--- config.mk ---
export PLATFORM = sky130hd
export DESIGN_NAME = timer_cmp_flat
export DESIGN_NICKNAME = d
export VERILOG_FILES = /design/src/rtl/timer_cmp_if.sv /design/src/rtl/timer_cmp.sv /design/src/flat_wrapper.sv
export SDC_FILE = /design/constraint.sdc
export NUM_CORES = 1
export LEC_CHECK = 0
export ABC_CLOCK_PERIOD_IN_PS = 4590
export BUFFER_PORTS_ARGS = -buffer_cell sky130_fd_sc_hd__buf_2
export CORE_MARGIN = 10
export CORE_UTILIZATION = 54
export DETAILED_ROUTE_END_ITERATION = 7
export PLACE_DENSITY = 0.77
export SYNTH_ARGS = -nofsm -noshare
export SYNTH_HDL_FRONTEND = slang
export SYNTH_SLANG_ARGS = --single-unit
--- constraint.sdc ---
create_clock -name clk -period 4.59 [get_ports clk]
set_input_delay 0.459 -clock clk [delete_from_list [all_inputs] [get_ports clk]]
set_output_delay 0.459 -clock clk [all_outputs]
set_load 0.03 [all_outputs]
--- src/rtl/timer_cmp_if.sv ---
// Register-window bus between the CPU side and the timer: word index, write data/strobe,
// combinational read data and the level interrupt.
interface timer_cmp_if;
  logic [2:0]  A;
  logic [31:0] WD;
  logic        WE;
  logic [31:0] RD;
  logic        irq;

  modport master (output A, WD, WE, input RD, irq);
  modport slave  (input A, WD, WE, output RD, irq);
endinterface

--- src/rtl/timer_cmp.sv ---
// Prescaled up-counter with compare, free-run/periodic/one-shot modes, sticky MATCH and level irq.
// Writes land on the clock edge, reads are combinational, MATCH lags its tick by one cycle; never stalls.
module timer_cmp #(
  parameter int WIDTH        = 32,
  parameter int PRESCALE_W   = 32,
  parameter int PRESCALE_RST = 100_000
) (
  input logic        clk,
  input logic        rst,
  timer_cmp_if.slave bus
);

  localparam logic [2:0] A_CTRL     = 3'd0;
  localparam logic [2:0] A_PRESCALE = 3'd1;
  localparam logic [2:0] A_COUNT    = 3'd2;
  localparam logic [2:0] A_COMPARE  = 3'd3;
  localparam logic [2:0] A_STATUS   = 3'd4;

  localparam logic [1:0] MODE_FREE    = 2'd0;
  localparam logic [1:0] MODE_ONESHOT = 2'd2;

  localparam logic [PRESCALE_W-1:0] PRESCALE_INIT = PRESCALE_W'(PRESCALE_RST);
  localparam logic [PRESCALE_W-1:0] PCNT_ONE      = PRESCALE_W'(1);
  localparam logic [WIDTH-1:0]      COUNT_ONE     = WIDTH'(1);

  logic                  en;
  logic [1:0]            mode;
  logic                  ie;
  logic [PRESCALE_W-1:0] prescale;
  logic [PRESCALE_W-1:0] pcnt;
  logic [WIDTH-1:0]      count;
  logic [WIDTH-1:0]      compare;
  logic                  match;

  logic wr_ctrl;
  logic wr_prescale;
  logic wr_count;
  logic wr_compare;
  logic wr_status;
  logic tick;
  logic hit;

  assign wr_ctrl     = bus.WE && (bus.A == A_CTRL);
  assign wr_prescale = bus.WE && (bus.A == A_PRESCALE);
  assign wr_count    = bus.WE && (bus.A == A_COUNT);
  assign wr_compare  = bus.WE && (bus.A == A_COMPARE);
  assign wr_status   = bus.WE && (bus.A == A_STATUS);

  assign tick = en && (pcnt == prescale);
  // A COUNT write in the tick cycle suppresses both the increment and the compare.
  assign hit  = tick && !wr_count && (count == compare);

  always_ff @(posedge clk or posedge rst) begin
    if (rst) begin
      pcnt <= '0;
    end else if (wr_prescale || !en || tick) begin
      pcnt <= '0;
    end else begin
      pcnt <= pcnt + PCNT_ONE;
    end
  end

  always_ff @(posedge clk or posedge rst) begin
    if (rst) begin
      prescale <= PRESCALE_INIT;
    end else if (wr_prescale) begin
      prescale <= bus.WD[PRESCALE_W-1:0];
    end
  end

  always_ff @(posedge clk or posedge rst) begin
    if (rst) begin
      count <= '0;
    end else if (wr_count) begin
      count <= bus.WD[WIDTH-1:0];
    end else if (tick) begin
      // Mode 3 falls into the reload branch alongside periodic and one-shot.
      if (hit && (mode != MODE_FREE)) begin
        count <= '0;
      end else begin
        count <= count + COUNT_ONE;
      end
    end
  end

  // The compare uses the register value before any same-cycle write.
  always_ff @(posedge clk or posedge rst) begin
    if (rst) begin
      compare <= '1;
    end else if (wr_compare) begin
      compare <= bus.WD[WIDTH-1:0];
    end
  end

  always_ff @(posedge clk or posedge rst) begin
    if (rst) begin
      en   <= 1'b0;
      mode <= MODE_FREE;
      ie   <= 1'b0;
    end else if (wr_ctrl) begin
      en   <= bus.WD[0];
      mode <= bus.WD[2:1];
      ie   <= bus.WD[3];
    end else if (hit && (mode == MODE_ONESHOT)) begin
      en <= 1'b0;
    end
  end

  // A match set outranks a simultaneous software clear.
  always_ff @(posedge clk or posedge rst) begin
    if (rst) begin
      match <= 1'b0;
    end else if (hit) begin
      match <= 1'b1;
    end else if (wr_status && bus.WD[0]) begin
      match <= 1'b0;
    end
  end

  always_comb begin
    bus.RD = '0;
    case (bus.A)
      A_CTRL:     bus.RD = {28'd0, ie, mode, en};
      A_PRESCALE: bus.RD = 32'(prescale);
      A_COUNT:    bus.RD = 32'(count);
      A_COMPARE:  bus.RD = 32'(compare);
      A_STATUS:   bus.RD = {31'd0, match};
      default:    bus.RD = '0;
    endcase
  end

  assign bus.irq = match & ie;

endmodule

--- src/flat_wrapper.sv ---
// flat-port wrapper written by rule: the top's interface ports become plain ports
module timer_cmp_flat 
#(
  parameter int WIDTH        = 32,
  parameter int PRESCALE_W   = 32,
  parameter int PRESCALE_RST = 100_000
)
  (clk, rst, bus_A, bus_WD, bus_WE, bus_RD, bus_irq);
  timer_cmp_if bus_i ();
  input logic clk;
  input logic rst;
  input wire logic [$bits(bus_i.A)-1:0] bus_A;
  input wire logic [$bits(bus_i.WD)-1:0] bus_WD;
  input wire logic [$bits(bus_i.WE)-1:0] bus_WE;
  output wire logic [$bits(bus_i.RD)-1:0] bus_RD;
  output wire logic [$bits(bus_i.irq)-1:0] bus_irq;
  assign bus_i.A = bus_A;
  assign bus_i.WD = bus_WD;
  assign bus_i.WE = bus_WE;
  assign bus_RD = bus_i.RD;
  assign bus_irq = bus_i.irq;
  timer_cmp #(.WIDTH(WIDTH), .PRESCALE_W(PRESCALE_W), .PRESCALE_RST(PRESCALE_RST)) u_core (.clk(clk), .rst(rst), .bus(bus_i));
endmodule
**Yosys cells after proc, flatten, opt, wreduce, memory -nomap -nowiden**

Cells that the tools add are included.

- Bits in registers: 133
- Input bits: 38
- Output and inout bits: 33

- Add/subtract/negate cells: 2
- Equal/unequal tests: 7
- Mux-type cells: 9
- Bitwise operators: 1
- Reductions and logical operators: 20

Operators with widths:

| kind | count |
|---|---|
| $pmux 32 s5 | 1 |
| $mux 32 | 4 |
| $add 32x1->32 const B | 2 |
| $eq 32x32->1 | 2 |
| $logic_and 1x1->1 | 11 |
| $reduce_bool 2->1 | 4 |
| $eq 3x2->1 const B | 2 |
| $mux 1 | 4 |
| $eq 3x1->1 const B | 1 |
| $eq 3x3->1 const B | 1 |
| $logic_not 3->1 | 1 |
| $eq 2x2->1 const B | 1 |
| $logic_not 1->1 | 2 |
| $logic_or 1x1->1 | 2 |
| $and 1x1->1 | 1 |

**Depth between registers and ports, before layout**

- Depth after elaboration: 9
- Gate-level depth with buffers: 9
- Mapped depth without buffers: 8

**Least setup slack after synthesis**

OpenSTA, ideal clock, no wires.

- Path kind: input-to-output
- Start: input port bus_A[1]
- End: output port bus_RD[23]
- Arrival: 2033 ps
- Data required time: 4131 ps
- Path slack: 2098 ps
- Stages: 6
- Buffers on the path: 3
- Path through: clkbuf_1 -> nor2b_1 -> clkbuf_1 -> buf_1 -> a22oi_1 -> nor2_1

- Word-level cells in the longest chain between the ends: 2
- Elaborated cells on any way between the ends: 6
- Classes of those cells: eq/ne: 4; mux: 1; reduce/logical: 1

Ends and longest elaborated chain:

| item | RTL line | source |
|---|---|---|
| start: declaration | flat_wrapper.sv:12 | `input wire logic [$bits(bus_i.A)-1:0] bus_A;` |
| $eq 3x3->1, or another cell as far along | timer_cmp.sv:122 | `case (bus.A)` |
| $pmux 32 s5 * | timer_cmp.sv:122 |  |
| end: declaration | flat_wrapper.sv:15 | `output wire logic [$bits(bus_i.RD)-1:0] bus_RD;` |

Every way passes the cells marked *; elsewhere a longest branch is shown, timed or not.

**Final worst setup path**

- Start: register u_core.pcnt[25]
- End: register u_core.count[10]

- Word-level cells in the longest chain between the ends: 8
- Elaborated cells on any way between the ends: 9
- Classes of those cells: eq/ne: 1; mux: 3; reduce/logical: 5

Ends and longest elaborated chain:

| item | RTL line | source |
|---|---|---|
| start: declaration | timer_cmp.sv:30 | `logic [PRESCALE_W-1:0] pcnt;` |
| start signal: assignment | timer_cmp.sv:59 | `pcnt <= pcnt + PCNT_ONE;` |
| $eq 32x32->1 * | timer_cmp.sv:49 | `assign tick = en && (pcnt == prescale);` |
| $logic_and 1x1->1 * | timer_cmp.sv:49 |  |
| $logic_and 1x1->1 (2 in a row) | timer_cmp.sv:51 | `assign hit = tick && !wr_count && (count == compare);` |
| $logic_and 1x1->1 | timer_cmp.sv:78 | `if (hit && (mode != MODE_FREE)) begin` |
| $mux 32 | timer_cmp.sv:78 |  |
| $mux 32 | timer_cmp.sv:76 | `end else if (tick) begin` |
| $mux 32 | timer_cmp.sv:74 | `end else if (wr_count) begin` |
| end signal: assignment | timer_cmp.sv:75 | `count <= bus.WD[WIDTH-1:0];` |
| end signal: assignment | timer_cmp.sv:81 | `count <= count + COUNT_ONE;` |
| end: declaration | timer_cmp.sv:31 | `logic [WIDTH-1:0] count;` |

Every way passes the cells marked *; elsewhere a longest branch is shown, timed or not. The select of a mux whose other input is x is not followed.
A chain may end at the register's enable or synchronous reset.

==> reports/results.ini <==
[global_route]
grt_max_degree = 62
grt-ovfl-total = 0
antenna_found_initial = 0
grt_pass1_wl_mm = 35.0
grt_pass1_vias = 6268
grt_usage = 0.222

[drt]
drc = 0
wirelength_mm = 22.2
ant_nets = 0
via_per_inst = 6.25
avgRoutedWirePerCell_um = 21.9
drt-pass1-iter-count = 5
num_vias = 6356
drtIter0Drc = 781

[timing]
slew_viol_final = 0
tns_ns = 0
worstMarginPinSlew_ns = 1.14
final-setup-viol-count = 0
final.min_clock_period_ns = 3.15
slew_headroom = 0.235
rsz0062_at_grt = false
fmax_mhz = 318
hold_viol = 0
fin_crit_sh = 0.686
skew_ns = 0.00924

[worst_setup_path]
arrival_ns = 3.47
crit_path_start_kind = flop
worstPathMaxFanout = 38
cp.required_ns = 4.91
cp-end-kind = flop
crit_type = flop to flop

[power]
peakVddDrop_v = 0.000333
p_leak_nw = 3.61
powerDensity_mw_per_mm2 = 431

[layout]
finalNetCount = 864
fin_util = 0.627
area_growth_pct = 13.1
layout-drive-gt1-share = 0.297
diodes = 0
design_area_mm2 = 0.00873

[cts]
cts.htree.levels = 4
cts_hold_buffers = 0
root_buffer = clkbuf_16
clkTransAtPathRegs_ns = 0.06
cts_setup_buffers = 0
worstSkewPairLatency_ns = 0.43
ctsResizeCount = 0
cts_tree = yes
cts_max_path_buffers = 2
numCtsBuffers = 17
cts_sinks = 133

[synthesis]
async_flop_share = 1.00
synth_nets = 817
syn-cell-area_mm2 = 0.00772
seq_area_frac_synth = 0.437
synth_top_area_share = 0.308
ys_warn_count = 0
synth-seq-cells = 133
syn_inst = 777
avgSynthCellArea_um2 = 9.94
synth-edff-count = 0
synth.area.top_cells = dfrtp_1 31%, mux2_2 14%, dfstp_2 13%, xor2_1 8.5%, nor2_1 5.6%
synth_most_common_cell = nor2_1
synth_commonest_cells = 115 x nor2_1, 95 x dfrtp_1, 95 x mux2_2, 75 x xor2_1, 41 x clkbuf_1
synth_flop_cell = dfrtp_1
ys_types = 40
netlist.top_cell.by_area = dfrtp_1

[floorplan]
coreArea_mm2 = 0.0139
rows = 43
initial_core_util = 0.554
chipWidth_um = 140
die_area_mm2 = 0.0195
die_h_um = 140
ioPinCount = 71

[place]
portBuffers = 70
place_congestion = 0.876
dp_hpwl_mm = 15.0
postPlaceCellArea_mm2 = 0.00818

[flow_run]
drv_cap = 0

[worst_hold_path]
min_path_type = input pin to async pin

[status]
outcome = complete, no violations

layout make-up:
cell class	instances	area [um^2]
clock buffers	28	507
inverters	6	25.0
multi-input cells	587	4140
flip-flops and latches	133	3380
well taps	180	225
clock inverters	4	45.0
fillers	1154	5200
repair buffers	79	418
state kept, by name, indices dropped and copies added, names as in the netlist:
name / cells
u_core.compare: 32
u_core.count: 32
u_core.pcnt: 32
u_core.prescale: 32
u_core.mode: 2
u_core.en: 1
u_core.ie: 1
u_core.match: 1
cell usage in the layout, fill, tap and decap left out, types with 9 or more instances in the layout:
cell type	count
nand4_1	11
nor2_1	114
buf_2	70
dfrtp_1	95
nor2b_1	11
or3_1	15
dfstp_2	38
nand3_1	32
nand2_1	24
xor2_1	75
a31oi_1	31
o21ai_0	33
buf_4	9
xnor2_1	17
nand3b_1	13
clkbuf_16	17
a21oi_1	11
nor4_1	15
a22oi_1	28
and3_1	17
mux2_2	95
metrics by stage:
| stage | power, mW | hold slack (ns) | setup WS (ns) | std cells |
|---|---|---|---|---|
| 2_1_floorplan | 2.18 | 0.451 | 0.639 | 777 |
| 3_3_place_gp | 2.44 | 0.495 | 1.58 | 985 |
| 3_5_place_dp | 2.46 | 0.505 | 1.53 | 985 |
| 4_1_cts | 3.75 | 0.169 | 1.50 | 1017 |
| 5_1_grt | 3.91 | 0.196 | 1.28 | 1017 |
| 6_report | 3.76 | 0.141 | 1.44 | 1017 |
where the power goes:
part	leakage, nW	internal (mW)	switching [mW]
combinational	1.78	0.368	0.433
clock	0.272	0.800	0.486
sequential	1.56	1.42	0.258
cells by family after synthesis:
kind of cell | count (synthesis) | share of synthesized area
flops | 133 | 0.437
mux | 99 | 0.150
fa+ha+maj | 2 | 0.00324
buf+inv | 57 | 0.0292
compound gates | 107 | 0.0849
simple gates | 287 | 0.191
xor+xnor | 92 | 0.104
critical path, stage by stage (launching register included):
cell	delay, ns
dfrtp_1	0.43
xor2_1	0.20
nor4_1	0.30
nand4_1	0.14
or4_1	0.55
buf_4	0.28
or2_1	0.48
or3_1	0.44
a31oi_1	0.21
worst paths after layout:
| kind | startpoint | cells after the start | to | slack [ns] |
|---|---|---|---|---|
| max reg2reg | u_core.pcnt[25] | 8 | u_core.count[10] | 1.44 |
| min reg2reg | u_core.pcnt[0] | 1 | u_core.pcnt[0] | 0.52 |
| max | u_core.pcnt[25] | 8 | u_core.count[10] | 1.44 |
| min | rst | 2 | u_core.pcnt[10] | 0.14 |
| min in group clk | bus_WD[8] | 2 | u_core.prescale[8] | 0.30 |
| max in group asynchronous | rst | 3 | u_core.compare[18] | 3.44 |
per-layer routing:
layer,global-route usage,vias to the layer above,wire [um]
li1,-,2848,-
met1,0.294,3158,9490
met2,0.345,309,10400
met3,0.0595,41,1790
met4,0.0750,0,570
met5,0,-,0
(Power assumes the default switching activity.)
